===== src/rtl/console_pkg.sv =====
// Shared definitions for the console receive path.
// Latency: none (types and constants only).
// Backpressure: not applicable.
package console_pkg;

  // Bits per character on the serial line (8N1).
  localparam int unsigned FRAME_BITS = 8;

  // Width of the data-bit index inside a frame.
  localparam int unsigned BIT_IDX_W = $clog2(FRAME_BITS);

  // Index of the final data bit, after which the stop bit is sampled.
  localparam logic [BIT_IDX_W-1:0] LAST_BIT = BIT_IDX_W'(FRAME_BITS - 1);

  // Smallest usable clocks-per-bit; a half-bit offset needs at least 2.
  localparam logic [31:0] MIN_DIV = 32'd2;

  typedef enum logic [1:0] {
    IDLE  = 2'd0,
    START = 2'd1,
    DATA  = 2'd2,
    STOP  = 2'd3
  } rx_state_t;

  // Clamp a raw divider register value to the usable range.
  function automatic logic [31:0] eff_div(input logic [31:0] raw);
    return (raw < MIN_DIV) ? MIN_DIV : raw;
  endfunction

endpackage


===== src/rtl/console_rx_fifo.sv =====
// Receive byte storage: holding register (DEPTH=1) or power-of-two circular FIFO.
// Latency: a pushed byte is at the head the cycle after the push edge; head is combinational.
// Backpressure: none; a push into full storage without a same-cycle pop is dropped and flagged.
module console_rx_fifo
  import console_pkg::*;
#(
  parameter int DEPTH = 1
) (
  input  logic                  clk,
  input  logic                  resetn,
  input  logic                  push,
  input  logic [FRAME_BITS-1:0] push_dat,
  input  logic                  pop,
  output logic [FRAME_BITS-1:0] head_dat,
  output logic                  head_vld,
  output logic                  drop
);

  if (DEPTH == 1) begin : g_hold
    logic [FRAME_BITS-1:0] hold_q;
    logic                  hold_vld;

    // Single holding register; a push with a pop replaces the byte in place.
    always_ff @(posedge clk) begin
      if (!resetn) begin
        hold_q   <= '0;
        hold_vld <= 1'b0;
      end else if (push && (!hold_vld || pop)) begin
        hold_q   <= push_dat;
        hold_vld <= 1'b1;
      end else if (pop) begin
        hold_vld <= 1'b0;
      end
    end

    assign head_dat = hold_q;
    assign head_vld = hold_vld;
    assign drop     = push && hold_vld && !pop;
  end else begin : g_ring
    localparam int AW = $clog2(DEPTH);

    logic [FRAME_BITS-1:0] mem [DEPTH];
    logic [AW-1:0]         wr_ptr;
    logic [AW-1:0]         rd_ptr;
    logic [AW:0]           count;
    logic                  full;
    logic                  do_pop;
    logic                  do_push;

    assign full    = (count == (AW + 1)'(DEPTH));
    assign do_pop  = pop && (count != '0);
    // A pop on the same edge frees the slot the push needs, even when full.
    assign do_push = push && (!full || do_pop);

    // Storage array; contents need no reset because count gates visibility.
    always_ff @(posedge clk) begin
      if (do_push) mem[wr_ptr] <= push_dat;
    end

    // Pointers wrap naturally at the power-of-two depth; count tracks occupancy.
    always_ff @(posedge clk) begin
      if (!resetn) begin
        wr_ptr <= '0;
        rd_ptr <= '0;
        count  <= '0;
      end else begin
        if (do_push) wr_ptr <= wr_ptr + 1'b1;
        if (do_pop)  rd_ptr <= rd_ptr + 1'b1;
        case ({do_push, do_pop})
          2'b10:   count <= count + 1'b1;
          2'b01:   count <= count - 1'b1;
          default: count <= count;
        endcase
      end
    end

    assign head_dat = mem[rd_ptr];
    assign head_vld = (count != '0);
    assign drop     = push && full && !do_pop;
  end

endmodule


===== src/rtl/console_rx.sv =====
// Console UART receiver (8N1, LSB first) with programmable clocks-per-bit divider.
// Latency: byte visible on reg_dat_do one cycle after the stop-bit sample (2-flop input sync ahead).
// Backpressure: none on the line; full storage drops new bytes and sets sticky rx_overrun.
// Build option: define CONSOLE_RX_FIFO_EN for a FIFO_DEPTH-entry FIFO instead of one holding register.
module console_rx
  import console_pkg::*;
#(
  parameter logic [31:0] DEFAULT_DIV = 32'd1,
  parameter int          FIFO_DEPTH  = 4
) (
  input  logic        clk,
  input  logic        resetn,
  input  logic        ser_rx,
  input  logic [3:0]  reg_div_we,
  input  logic [31:0] reg_div_di,
  output logic [31:0] reg_div_do,
  input  logic        reg_dat_re,
  output logic [31:0] reg_dat_do,
  output logic        rx_valid,
  output logic        rx_overrun,
  output logic        rx_frame_err,
  input  logic        err_clr
);

`ifdef CONSOLE_RX_FIFO_EN
  localparam int STORE_DEPTH = FIFO_DEPTH;
`else
  // Single holding register; the FIFO depth has no meaning in this build.
  localparam int STORE_DEPTH = (FIFO_DEPTH > 0) ? 1 : 1;
`endif

  logic                  rx_sync1;
  logic                  rx_sync2;
  logic                  rx_prev;
  rx_state_t             state;
  rx_state_t             next_state;
  logic [31:0]           div_reg;
  logic [31:0]           div_shadow;
  logic [31:0]           bit_cnt;
  logic [BIT_IDX_W-1:0]  bit_idx;
  logic [FRAME_BITS-1:0] shift_q;
  logic                  wait_high;
  logic                  bit_tick;
  logic                  start_det;
  logic                  push_byte;
  logic                  ferr_set;
  logic [FRAME_BITS-1:0] fifo_head;
  logic                  fifo_vld;
  logic                  fifo_drop;
  logic                  overrun_q;
  logic                  frame_err_q;

  // Two-flop synchronizer plus one delayed copy for falling-edge detection; idle-high reset.
  always_ff @(posedge clk) begin
    if (!resetn) begin
      rx_sync1 <= 1'b1;
      rx_sync2 <= 1'b1;
      rx_prev  <= 1'b1;
    end else begin
      rx_sync1 <= ser_rx;
      rx_sync2 <= rx_sync1;
      rx_prev  <= rx_sync2;
    end
  end

  // Divider register with per-byte write enables.
  always_ff @(posedge clk) begin
    if (!resetn) begin
      div_reg <= DEFAULT_DIV;
    end else begin
      for (int i = 0; i < 4; i++) begin
        if (reg_div_we[i]) div_reg[8*i +: 8] <= reg_div_di[8*i +: 8];
      end
    end
  end

  assign reg_div_do = div_reg;

  // A sample point is reached on the cycle the bit counter has run down to 1.
  assign bit_tick = (bit_cnt <= 32'd1);

  // FSM state register.
  always_ff @(posedge clk) begin
    if (!resetn) state <= IDLE;
    else         state <= next_state;
  end

  // FSM next-state and per-cycle event decode.
  always_comb begin
    next_state = state;
    start_det  = 1'b0;
    push_byte  = 1'b0;
    ferr_set   = 1'b0;
    case (state)
      IDLE: begin
        if (!wait_high && rx_prev && !rx_sync2) begin
          next_state = START;
          start_det  = 1'b1;
        end
      end
      START: begin
        // High at mid-start means the low was a glitch, not a frame.
        if (bit_tick) next_state = rx_sync2 ? IDLE : DATA;
      end
      DATA: begin
        if (bit_tick && (bit_idx == LAST_BIT)) next_state = STOP;
      end
      STOP: begin
        if (bit_tick) begin
          next_state = IDLE;
          if (rx_sync2) push_byte = 1'b1;
          else          ferr_set  = 1'b1;
        end
      end
      default: next_state = IDLE;
    endcase
  end

  // Bit timing, data shift and break lockout; divider is frozen per frame in div_shadow.
  always_ff @(posedge clk) begin
    if (!resetn) begin
      div_shadow <= MIN_DIV;
      bit_cnt    <= '0;
      bit_idx    <= '0;
      shift_q    <= '0;
      wait_high  <= 1'b0;
    end else begin
      if (start_det) begin
        div_shadow <= eff_div(div_reg);
        bit_cnt    <= eff_div(div_reg) >> 1;
        bit_idx    <= '0;
      end else if (state != IDLE) begin
        bit_cnt <= bit_tick ? div_shadow : (bit_cnt - 32'd1);
      end
      if ((state == DATA) && bit_tick) begin
        shift_q <= {rx_sync2, shift_q[FRAME_BITS-1:1]};
        bit_idx <= bit_idx + 1'b1;
      end
      // After a low stop bit, ignore the line until it returns high.
      if (ferr_set)                         wait_high <= 1'b1;
      else if ((state == IDLE) && rx_sync2) wait_high <= 1'b0;
    end
  end

  console_rx_fifo #(
    .DEPTH(STORE_DEPTH)
  ) u_fifo (
    .clk     (clk),
    .resetn  (resetn),
    .push    (push_byte),
    .push_dat(shift_q),
    .pop     (reg_dat_re),
    .head_dat(fifo_head),
    .head_vld(fifo_vld),
    .drop    (fifo_drop)
  );

  // Sticky error flags; a set event wins over a same-cycle clear.
  always_ff @(posedge clk) begin
    if (!resetn) begin
      overrun_q   <= 1'b0;
      frame_err_q <= 1'b0;
    end else begin
      overrun_q   <= fifo_drop | (overrun_q & ~err_clr);
      frame_err_q <= ferr_set  | (frame_err_q & ~err_clr);
    end
  end

  assign rx_valid     = fifo_vld;
  assign reg_dat_do   = fifo_vld ? {{(32-FRAME_BITS){1'b0}}, fifo_head} : 32'h0;
  assign rx_overrun   = overrun_q;
  assign rx_frame_err = frame_err_q;

endmodule


===== config.mk =====
export PLATFORM = sky130hd
export DESIGN_NAME = console_rx
export DESIGN_NICKNAME = d
export VERILOG_FILES = /design/src/rtl/console_pkg.sv /design/src/rtl/console_rx_fifo.sv /design/src/rtl/console_rx.sv
export SDC_FILE = /design/constraint.sdc
export NUM_CORES = 1
export LEC_CHECK = 0
export CAP_MARGIN = 30
export CORE_UTILIZATION = 45
export CTS_CLUSTER_DIAMETER = 100
export DETAILED_ROUTE_END_ITERATION = 10
export PLACE_DENSITY = 0.68
export RECOVER_POWER = 100
export SYNTH_ARGS = -nofsm -noshare
export SYNTH_HDL_FRONTEND = slang
export SYNTH_SLANG_ARGS = --single-unit

===== constraint.sdc =====
create_clock -name clk -period 3.2 [get_ports clk]
set_clock_uncertainty 0.05 [all_clocks]
set_input_delay 0.64 -clock clk [delete_from_list [all_inputs] [get_ports clk]]
set_output_delay 0.64 -clock clk [all_outputs]
set_load 0.02 [all_outputs]

==> results.tsv <==
stage	metric	value	unit
worst_setup_path	worst-path maximum fanout	12	
synth	post-synth cell types	52	
clocking	cts bufs inserted	17	
synth	top cell type by total area after synthesis	dfxtp_1	
synth	EDFF count, synth	0	
drt	drt first pass iters	6	
grt	first-pass GRT wire length	25.17	mm
flow_run	Max-Cap Viols	0	
worst_setup_path	Critical Path AT	3.20	ns
placed_design	gpl congestion	0.8553	
layout	area delta synth->final	25.84	%
timing	Worst Setup Slack, final	0.2366	ns
worst_setup_path	Worst setup EP type	flip-flop	
worst_setup_path	Startpoint Class	flip-flop	
layout	share of cells above drive strength 1	8.634	%
drt	WL per Instance	16.54	um
placed_design	Inst Count DP	916	
clocking	Post-CTS Setup Inserts	0	
drt	Total Routed Length	15.68	mm
layout	commonest cells after routing, fill and taps aside	124 x dfxtp_1, 78 x nand2_1, 71 x mux2i_1	
worst_setup_path	crit path cell chain	or4_1 > or4_4 > or3_1 > nand3_1 > o221ai_1	
layout	Post-layout nets	808	
synth	Synth Instances	686	
drt	vias per inst	5.561	
worst_setup_path	R2R depth	5	
power	leakage power	2.941	nW
placed_design	dpl hpwl	10.68	mm
power	peak supply drop	0.3703	mV
layout	ant diodes	0	
synth	Seq/Total Area, Yosys	41.88	%
grt	met3 usage	6.694	%
grt	grt met2 use	40.16	%
worst_setup_path	CP peak stage delay	0.63	ns
synth	Synth area leaders	dfxtp_1 42%, mux2i_1 12%, a21oi_1 5.0%	
timing	f_max	337.5	MHz
timing	unrepaired setup endpoints after global routing	false	
synth	Async SR Flop Fraction	0	%
synth	Post-Syn Area	0.005927	mm2
synth	average size of a mapped cell	8.640	um2
layout	fin util	58.63	%
die	initial core utilization	46.59	%
worst_setup_path	Reg-to-Reg Start	bit_cnt[21]	
die	Core Area	0.01272	mm2
timing	Fin. Hold Viols	0	
placed_design	IO Port Bufs	83	
grt	global route total overflow	0	
clocking	H-tree Lvls	4	
layout	Final Cell Area	0.007458	mm2
timing	Slew Viols, Final	0	
synth	Synth Register Bits	124	
clocking	Post-CTS Hold Buffers	0	
synth	YS warnings	0	
die	DIE WIDTH	116.8	um
placed_design	Setup WS pre-CTS	0.3587	ns
worst_hold_path	Hold Path Sink	rx_sync2	
timing	sum of negative setup slack	0	ns
drt	Antenna Violating Nets Remaining	0	
timing	final worst-path cycle share	92.60	%
grt	GRT Util Overall	24.31	%
die	die area	0.01363	mm2
grt	vias in the first global route	4942	
worst_setup_path	slowest CP cell	or4_1	
worst_hold_path	Hold Path Stages	1	
worst_setup_path	reg-to-reg endpoint	bit_cnt[22]	
clocking	Sink Count	124	
drt	via count	5272	
timing	slew margin rel.	52.97	%
die	die height	116.8	um
drt	drc violations	0	
power	power density over the cells	647.1	mW/mm2
clocking	CTS tree	done	
synth	leading register cell type out of synthesis	dfxtp_1	
worst_setup_path	Reg2Reg Setup Slack	0.24	ns
worst_setup_path	CP Data Required Time	3.43	ns
grt	largest net degree at the start of global routing	49	
clocking	maximum root-to-sink buffer count	2	
clocking	Clk Tree Root Cell	clkbuf_16	
grt	met1 Use GR	30.34	%
grt	initial antenna violation count	0	
grt	busiest layer in global routing	met2	
drt	drt initial violations	379	
placed_design	Post-DP Area	0.006878	mm2
run_status	status	finished, final reports clean	
clocking	Worst-path clk slew	0.06	ns
synth	Synth top area share	41.88	%
clocking	Clk Latency, worst-skew pair	0.42	ns
worst_hold_path	worst hold start	rx_sync1	
worst_setup_path	worst setup path category	flip-flop to flip-flop	
die	std cell rows	41	
layout	most common cell after layout, fill and taps aside	dfxtp_1	
worst_hold_path	HP Class	flip-flop to flip-flop	
timing	Final Setup Violations	0	
layout	non-filler cells, final	948	
timing	Worst Max-Slew Pin Slew	0.7031	ns
die	# IOs	108	
clocking	post-cts resize count	0	
timing	Final Critical Period	2.963	ns
## Yosys cell counts (all sizes together), types with 9 or more instances
cell      n
o32ai    11
and2      9
mux2i    71
clkbuf   36
nand2    78
o21ai    25
buf      35
nand4    13
a21oi    59
xnor2    17
nor2     67
nand3    15
nor4     19
dfxtp   124
mux2     10
nor3     24
## worst max-delay path by stage
stage	slack, ns	endpoint	startpoint	cells after the start
CTS	0.34	flip-flop	bit_cnt[21]	5
global route	0.10	bit_cnt[22]	bit_cnt[21]	5
finish	0.24	bit_cnt[22]	bit_cnt[21]	5
floorplan	0.53	u_fifo.head_dat[0]	bit_cnt[21]	7
detailed placement	0.36	bit_cnt[22]	bit_cnt[21]	5
global placement	0.42	flip-flop	bit_cnt[21]	5
## worst max-delay path: cells and delay by family (launching register included)
kind / cells / cell delay (ns)
DFF: 1 / 0.36
and+or+nand+nor: 4 / 2.21
AOI/OAI and AO/OA: 1 / 0.19
## cells by family (layout without fill, tap and decap cells)
family / after synthesis / after routing / share of synthesized area, %
simple gates: 260 / 260 / 21.47
flops: 124 / 124 / 41.88
compound gates: 121 / 121 / 12.35
mux: 81 / 81 / 13.89
buf+inv: 76 / 143 / 6.692
xor+xnor: 19 / 19 / 2.808
fa+ha+maj: 4 / 4 / 0.8445
other cells: 1 / 24 / 0.06327
## stage by stage
step | hold slack (ns) | power (W)
after global placement | 0.3404 | 0.002836
after floorplan | 0.3363 | 0.002551
after detailed placement | 0.3422 | 0.002864
after global routing | 0.3761 | 0.005043
final | 0.3517 | 0.004826
after CTS | 0.3535 | 0.004876
## flip-flops by register name, summed over array words and instances, names as in the netlist, 3 cells and up, named ones only
register         count
bit_cnt             32
bit_idx              3
div_shadow          32
reg_div_do          32
shift_q              8
u_fifo.head_dat      8
## report_power, final
part	switching [W]	internal [W]	leakage (nW)
clock network	0.000691	0.00132	0.285
logic	0.000650	0.000460	1.65
registers	0.0000927	0.00161	1.01
total	0.00143	0.00339	2.94
## cell type report
cell class	count	area (um2)
repair buffers	106	987.2
clock inverters	11	167.7
well taps	172	215.2
inverters	5	18.77
multi-input cells	509	3137
flip-flops and latches	124	2482
clock buffers	21	450.4
fillers	1188	5264
## layer usage
metal,vias up,wire (um)
met2,186,7607
li1,2542,-
met3,27,943
met4,0,318
met5,-,0
met1,2517,6815
No activity file was read; power rests on OpenSTA's default activity.
